## config.mk

```make
export PLATFORM = sky130hd
export DESIGN_NAME = debug_frame_dumper
export DESIGN_NICKNAME = d
export VERILOG_FILES = /design/src/rtl/debug_frame_dumper.sv
export SDC_FILE = /design/constraint.sdc
export NUM_CORES = 1
export LEC_CHECK = 0
export CAP_MARGIN = 5
export CORE_AREA = 2 2 106 67
export DETAILED_ROUTE_END_ITERATION = 10
export DIE_AREA = 0 0 108 69
export GPL_TIMING_DRIVEN = 0
export PLACE_DENSITY_LB_ADDON = 0.1
export SETUP_SLACK_MARGIN = 0.1
export SYNTH_ARGS = -nofsm -noshare
export SYNTH_HDL_FRONTEND = slang
export SYNTH_SLANG_ARGS = --single-unit
```

## constraint.sdc

```tcl
create_clock -name clk -period 4.18 [get_ports clk]
set_input_delay 1.045 -clock clk [delete_from_list [all_inputs] [get_ports clk]]
set_output_delay 1.045 -clock clk [all_outputs]
set_load 0.005 [all_outputs]
```

## src/rtl/debug_frame_dumper.sv

```systemverilog
// -----------------------------------------------------------------------------
// debug_frame_dumper
//
// Purpose:
//   On a start request this block freezes the processor through cpu_hold. It
//   then streams one debug frame over a valid/ready byte interface:
//     HDR_BYTE, [status byte], fetchPC (MSB first), R0..R15 (each MSB first).
//   Register contents are read through the register file's debug port. Each
//   register costs one select cycle and one capture cycle, so the read data
//   has a full cycle to settle before it is latched.
//
// Optional feature:
//   `define DEBUG_DUMP_STATUS_EN adds a status byte right after the header:
//   {4'b0, StallF, StallD, FlushD, FlushE}, sampled on the edge that accepts
//   start. Without the macro the status state and register do not exist.
//
// Parameters:
//   WIDTH    - datapath word width, multiple of 8 (BPW = WIDTH/8 bytes/word)
//   HDR_BYTE - frame start marker
//
// Ports:
//   clk           in   system clock, rising edge
//   reset         in   asynchronous active-low reset
//   start         in   dump request (ignored while busy)
//   fetchPC       in   fetch-stage PC, latched when the frame starts
//   debug_reg_out in   register-file debug read data
//   StallF/StallD/FlushD/FlushE in  pipeline status (used by status byte)
//   debug_reg_sel out  register-file debug read select
//   cpu_hold      out  high while the processor must stay frozen
//   tx_data       out  frame byte
//   tx_valid      out  tx_data valid
//   tx_ready      in   sink accepts byte this cycle
//   busy          out  frame in progress
//   done          out  one-cycle end-of-frame pulse
// -----------------------------------------------------------------------------
module debug_frame_dumper #(
  parameter int          WIDTH    = 32,
  parameter logic [7:0]  HDR_BYTE = 8'hA5
) (
  input  logic             clk,
  input  logic             reset,
  input  logic             start,
  input  logic [WIDTH-1:0] fetchPC,
  input  logic [WIDTH-1:0] debug_reg_out,
  input  logic             StallF,
  input  logic             StallD,
  input  logic             FlushD,
  input  logic             FlushE,
  output logic [3:0]       debug_reg_sel,
  output logic             cpu_hold,
  output logic [7:0]       tx_data,
  output logic             tx_valid,
  input  logic             tx_ready,
  output logic             busy,
  output logic             done
);

  localparam int BPW  = WIDTH / 8;
  localparam int CNTW = (BPW > 1) ? $clog2(BPW) : 1;
  localparam logic [CNTW-1:0] LAST_BYTE = CNTW'(BPW - 1);

`ifdef DEBUG_DUMP_STATUS_EN
  typedef enum logic [2:0] {
    IDLE, HDR, STAT, PCB, SEL, CAP, REGB, FIN
  } state_t;
`else
  typedef enum logic [2:0] {
    IDLE, HDR, PCB, SEL, CAP, REGB, FIN
  } state_t;
`endif

  state_t           r_state;
  logic [WIDTH-1:0] r_shift;
  logic [3:0]       r_index;
  logic [CNTW-1:0]  r_byteCnt;

`ifdef DEBUG_DUMP_STATUS_EN
  logic [7:0]       r_status;
`else
  // Pipeline status only feeds the optional status byte.
  logic             w_unusedStatus;
  assign w_unusedStatus = StallF ^ StallD ^ FlushD ^ FlushE;
`endif

  logic [WIDTH-1:0] w_shiftNext;
  logic             w_xfer;

  // Next byte is always the top byte of the shifted word, so the new tx_data
  // can be loaded on the same edge that accepts the current one.
  assign w_shiftNext = r_shift << 8;
  assign w_xfer      = tx_valid & tx_ready;

  // Single FSM with every output registered. tx_valid/tx_data change only on a
  // transfer edge or on entering a byte-emitting state, so they stay stable
  // across any number of stall cycles.
  always_ff @(posedge clk or negedge reset) begin
    if (!reset) begin
      r_state       <= IDLE;
      r_shift       <= '0;
      r_index       <= '0;
      r_byteCnt     <= '0;
`ifdef DEBUG_DUMP_STATUS_EN
      r_status      <= '0;
`endif
      debug_reg_sel <= '0;
      cpu_hold      <= 1'b0;
      tx_data       <= '0;
      tx_valid      <= 1'b0;
      busy          <= 1'b0;
      done          <= 1'b0;
    end else begin
      case (r_state)
        IDLE: begin
          if (start) begin
            r_state   <= HDR;
            r_shift   <= fetchPC;
            r_byteCnt <= '0;
`ifdef DEBUG_DUMP_STATUS_EN
            r_status  <= {4'b0000, StallF, StallD, FlushD, FlushE};
`endif
            cpu_hold  <= 1'b1;
            busy      <= 1'b1;
            tx_valid  <= 1'b1;
            tx_data   <= HDR_BYTE;
          end
        end

        HDR: begin
          if (w_xfer) begin
            r_byteCnt <= '0;
`ifdef DEBUG_DUMP_STATUS_EN
            r_state   <= STAT;
            tx_data   <= r_status;
`else
            r_state   <= PCB;
            tx_data   <= r_shift[WIDTH-1 -: 8];
`endif
          end
        end

`ifdef DEBUG_DUMP_STATUS_EN
        STAT: begin
          if (w_xfer) begin
            r_state <= PCB;
            tx_data <= r_shift[WIDTH-1 -: 8];
          end
        end
`endif

        PCB: begin
          if (w_xfer) begin
            r_shift <= w_shiftNext;
            if (r_byteCnt == LAST_BYTE) begin
              // Select R0 now; the read data settles during SEL.
              r_state       <= SEL;
              r_index       <= '0;
              debug_reg_sel <= '0;
              tx_valid      <= 1'b0;
            end else begin
              r_byteCnt <= r_byteCnt + 1'b1;
              tx_data   <= w_shiftNext[WIDTH-1 -: 8];
            end
          end
        end

        SEL: begin
          r_state <= CAP;
        end

        // Latch on the edge that ends CAP, one full cycle after the select.
        CAP: begin
          r_state   <= REGB;
          r_shift   <= debug_reg_out;
          r_byteCnt <= '0;
          tx_data   <= debug_reg_out[WIDTH-1 -: 8];
          tx_valid  <= 1'b1;
        end

        REGB: begin
          if (w_xfer) begin
            r_shift <= w_shiftNext;
            if (r_byteCnt == LAST_BYTE) begin
              tx_valid <= 1'b0;
              if (r_index == 4'd15) begin
                r_state <= FIN;
                done    <= 1'b1;
              end else begin
                r_state       <= SEL;
                r_index       <= r_index + 4'd1;
                debug_reg_sel <= r_index + 4'd1;
              end
            end else begin
              r_byteCnt <= r_byteCnt + 1'b1;
              tx_data   <= w_shiftNext[WIDTH-1 -: 8];
            end
          end
        end

        // cpu_hold and busy remain high through FIN and drop as we leave, so
        // start seen here is ignored and at least one IDLE cycle follows.
        FIN: begin
          r_state  <= IDLE;
          done     <= 1'b0;
          cpu_hold <= 1'b0;
          busy     <= 1'b0;
        end

        default: begin
          r_state  <= IDLE;
          done     <= 1'b0;
          cpu_hold <= 1'b0;
          busy     <= 1'b0;
          tx_valid <= 1'b0;
        end
      endcase
    end
  end

endmodule

```

Word-level counts from Yosys, hierarchy flattened --
Cells that the tools add are included.
Cells by class: add/sub/neg operators 2, eq/ne operators 19, mux-type cells 36, bitwise logic cells 4, reductions and logical operators 15
Operators with widths (count):
- 32-bit one-hot mux with 3 select lines | 1
- 32-bit 2-to-1 mux | 2
- 8-bit 2-to-1 mux | 4
- 8-bit one-hot mux with 4 select lines | 1
- 3-bit 2-to-1 mux | 7
- 4-bit 2-to-1 mux | 5
- 2-bit != test, second input constant | 9
- 3-bit one-hot mux with 6 select lines | 1
- 6-bit AND reduction | 2
- 5-bit OR reduction | 2
- 3-bit == test, second input constant | 3
- 2-bit 2-to-1 mux | 4
- 2-bit one-hot mux with 4 select lines | 1
- 4-bit one-hot mux with 2 select lines | 1
- 4-bit AND reduction | 2
- 3-bit by 2-bit == test with 1-bit output, second input constant | 2
- 1-bit 2-to-1 mux | 6
- 5-bit AND reduction | 1
- 4-bit by 1-bit adder with 4-bit output, second input constant | 1
- 4-bit == test, second input constant | 1
- 2-bit by 1-bit != test with 1-bit output, second input constant | 2
- 1-bit one-hot mux with 2 select lines | 2
- 1-bit one-hot mux with 4 select lines | 1
- 4-bit nonzero test | 1
- other kinds (12) | 14
Storage, ports and cells: register bits after elaboration 52, input bits 72, output and inout port bits 16, word-level logic and storage cells 84

Logic depth before layout (Yosys ltp) --
depth after elaboration 5, gate-level depth with buffers 7, mapped depth without buffers 5

Least setup slack after synthesis --
Ideal clock, no wire load.
kind input-to-reg, start point input port tx_ready, end point register tx_data[0], setup time 0.125 ns, data arrival time 2.007 ns, data required time 4.055 ns, slack 2.048 ns, stages on the path 4, path buffers 0, path through nand2_1 o22ai_1 a2bb2oi_4 mux2_2
Between the ends: longest elaborated chain between the ends 3, elaborated cells on any way between the ends 4, those cells by class eq/ne (2); bitwise (1); reduce/logical (1)
Ends and longest elaborated chain:
- from (decl) | line 53 | input logic tx_ready,
- 1-bit bitwise AND * | line 91 | assign w_xfer = tx_valid & tx_ready;
- 2-bit != test (no line) or 2-bit by 1-bit != test with 1-bit output (tied branches)
- 5-bit AND reduction (no line) *
- to (signal assigned) | line 136 | tx_data <= r_shift[WIDTH-1 -: 8];
- to (signal assigned) | line 161 | tx_data <= w_shiftNext[WIDTH-1 -: 8];
- to (signal assigned) | line 175 | tx_data <= debug_reg_out[WIDTH-1 -: 8];
- to (decl) | line 51 | output logic [7:0] tx_data,
Mark *: on every way between the ends. The rest lies on a longest branch, timed or not. A chain may end at the register's enable or synchronous reset.

Worst setup path in the final report --
start point input port tx_ready, end point register tx_data[3]
The elaborated chain is that of the path after synthesis.

==> metrics.csv <==
stage;metric;value;unit
status;status;finished clean;
sta;Clock Skews;0.00765;ns
grt;initial antenna violation count;0;
grt;global-route wire length before repair;16900;µm
synth;Syn. warnings;0;
pwr;share of power burned in registers;0.274;
pwr;Sw Pwr;0.00148;W
critical_path;critical path class;in -> reg;
floorplanning;die height;69;µm
finish;area of the multi-input gates;1890;µm²
placed_design;DP HPWL;7790;µm
clocking;CTS tree;done;
finish;# diodes;0;
grt;largest net degree at the start of global routing;36;
sta;FMAX;361;MHz
critical_path;max incr delay on CP;0.63;ns
clocking;number of hold buffers added after cts;0;
clocking;Max clock buf depth;2;
synth;Yosys top cell by area;dfrtp_1;
clocking;Worst-Skew Late Latency;0.31;ns
pwr;Clock power frac;0.092;
routing;via/cell ratio;6.28;
critical_path;Slowest-stage cell, CP;clkdlybuf4s50_1;
finish;share of layout cells above drive strength 1;0.167;
clocking;root buffer cell;clkbuf_8;
floorplanning;I/O pin count;88;
pwr;Int Power;0.00188;W
clocking;CTS sink count;52;
routing;via count;3247;
clocking;Clk pin slew, worst setup/hold paths;0.09;ns
placed_design;RD Place Congestion;0.943;
sta;Final Cycle Share;0.662;
clocking;number of buffers created by CTS;5;
floorplanning;DIE AREA;7450;µm²
floorplanning;core area;6470;µm²
critical_path;Arr. time, crit path;2.97;ns
critical_path;crit-path max FO;10;
synth;Synth top area share;0.387;
run;max_cap viols;0;
clocking;CTS H-Tree Depth;2;
synth;Async S/R FF share, synth;1.00;
floorplanning;FP Rows;23;
synth;ys flop type;dfrtp_1;
routing;Initial DRT Pass Iterations;5;
floorplanning;die width;108;µm
critical_path;worst path cell trace;clkdlybuf4s50_1 -> nand2_1 -> o22ai_1 -> a2bb2oi_4 -> mux2_2;
routing;ANT nets after route;0;
worst_hold_path;Hold WC Path Type;reg -> reg;
pwr;Peak VDD IR;0.000310;V
finish;area grow syn2layout;31.2;%
routing;wire per inst;20.0;µm
routing;Post-Route WL;10300;µm
sta;Final min period;2.77;ns
synth;synthesized area;3360;µm²
floorplanning;Initial Utilization;0.520;
synth;Synth Net Count;413;
critical_path;R2R setup slack;1.93;ns
synth;sequential fraction of the synthesis area;0.387;
critical_path;Critical Path Sink Type;flip-flop;
sta;Slew HR;0.486;
pwr;Sw Ratio;0.441;
synth;#FFs+latches synth;52;
critical_path;Worst EP required;4.38;ns
pwr;Combinational Power Share;0.633;
finish;FF+latch area;1300;µm²
synth;Synth area leaders;dfrtp_1 (39%), mux2_2 (14%), a221oi_1 (4.2%), o21ai_0 (3.9%), a22oi_1 (3.6%);
grt;vias in the first global route;3308;
sta;Slew Limit Fails;0;
pwr;Final Power;0.00335;W
synth;Post-synth EDFFs;0;
critical_path;CP Launch Type;input pin;
clocking;post-CTS resize count;0;
sta;Total Neg Setup Slack;0;ns
synth;Synth cell types;46;
clocking;Post-CTS Setup Bufs;0;
finish;final net count;504;
grt;Tot GR Track Use;0.291;
sta;endpoints failing setup;0;
placed_design;Port Buffers;83;
routing;DRT iter0 DRCs;287;
grt;grt total ovfl;0;
sta;Final Hold Violating Endpoints;0;
pwr;Leak Pwr;1.79;nW
synth;Post-Synthesis Cells;338;
finish;fill count;530;
routing;drc violations;0;
sta;RSZ-0062 raised after global routing;false;
sta;Worst Tran Pin Value;0.770;ns
pwr;Pwr Density;760;nW/µm²
synth;syn avg cell area;9.95;µm²
==> cells by family after synthesis <==
kind of cell	Yosys count	share of synthesized area
AO/OA/AOI/OAI	117	0.252
AND/OR/NAND/NOR	76	0.130
flip-flops	52	0.387
multiplexers	50	0.164
buffers and inverters	38	0.0509
adder cells (fa/ha/maj)	3	0.0112
XOR/XNOR	2	0.00521
==> layout by cell type (no fill, tap or decap), types with 2 or more instances in the layout <==
| cell | count |
|---|---|
| o31ai_1 | 2 |
| o22ai_1 | 3 |
| ha_1 | 3 |
| nand2_1 | 11 |
| clkdlybuf4s50_1 | 82 |
| o21ai_0 | 26 |
| a311oi_1 | 4 |
| nand3_1 | 9 |
| nand2b_1 | 3 |
| mux2_2 | 41 |
| dfrtp_1 | 52 |
| a21oi_1 | 17 |
| nor3b_1 | 2 |
| nor2b_1 | 4 |
| mux2i_1 | 9 |
| a32oi_1 | 8 |
| and3_1 | 18 |
| clkbuf_8 | 6 |
| a221oi_1 | 16 |
| nor2_1 | 5 |
| inv_1 | 8 |
| buf_2 | 15 |
| clkbuf_1 | 14 |
| o32ai_1 | 5 |
| and2_1 | 17 |
| buf_4 | 3 |
| a22o_1 | 9 |
| a22oi_1 | 16 |
==> Yosys cell counts (2+ instances only) <==
cell type  instances
nor2_1             5
a21oi_1           17
ha_1               3
nand2_1           11
inv_1              8
nor3b_1            2
o21ai_0           26
nor2b_1            4
and3_1            18
buf_2             14
and2_1            17
nand2b_1           3
a311oi_1           4
buf_4              3
clkbuf_1          13
nand3_1            9
o31ai_1            2
mux2_2            41
a22oi_1           16
o32ai_1            5
a221oi_1          16
a32oi_1            8
mux2i_1            9
o22ai_1            3
a22o_1             9
dfrtp_1           52
==> through the flow <==
step	hold slack [ns]	util	std cells	cell area [µm²]	setup slack, ns
final	0.514	0.682	517	4410	1.41
after detailed placement	0.489	0.667	509	4320	1.18
after floorplan	0.457	-	338	3360	2.05
after CTS	0.502	0.682	517	4410	1.47
after global placement	0.465	0.665	508	4300	0.463
after global routing	0.526	0.682	517	4410	1.36
==> final timing paths <==
path,startpoint,endpoint,cells after the start
worst max register to register,r_state[2],r_shift[5],4
max in group asynchronous,reset,r_shift[26],2
worst min register to register,r_shift[27],r_shift[27],1
worst max-delay path,tx_ready,tx_data[3],5
min in group asynchronous,reset,r_shift[5],1
worst min-delay path,r_shift[27],r_shift[27],1
==> flip-flops by register name (all words and copies together) (netlist names) <==
signal and flops:
busy 1, tx_valid 1, r_shift 32, tx_data 8
r_byteCnt 2, r_index 4, r_state 3, done 1
==> power groups by stage <==
stage          sequential [W]  combinational (W)  clock [W]
2_1_floorplan        0.000865            0.00149          0
3_3_place_gp         0.000906            0.00203          0
3_5_place_dp         0.000921            0.00207          0
4_1_cts              0.000911            0.00209   0.000312
5_1_grt              0.000947            0.00232   0.000334
6_report             0.000920            0.00212   0.000310
==> routing by layer <==
layer  global-route usage  wire length [µm]
met4               0.0684               122
met1                0.428              4630
met5                    0                 0
met2                0.435              4580
met3               0.0691              1010
==> area by class of cell <==
| class | count | share of cell area |
|---|---|---|
| repair buffers | 84 | 0.192 |
| multi-input cells | 248 | 0.429 |
| inverters | 8 | 0.00680 |
| plain buffers | 30 | 0.0320 |
| clock buffers | 7 | 0.0196 |
| well taps | 87 | 0.0247 |
| clock inverters | 1 | 0.00170 |
| flip-flops and latches | 52 | 0.295 |
==> critical path: cells and delay by family <==
| family | cells | cell delay [ns] |
|---|---|---|
| compound gates | 2 | 0.70 |
| buf+inv | 1 | 0.63 |
| mux | 1 | 0.39 |
| simple gates | 1 | 0.20 |
No activity file was read; power rests on OpenSTA's default activity.
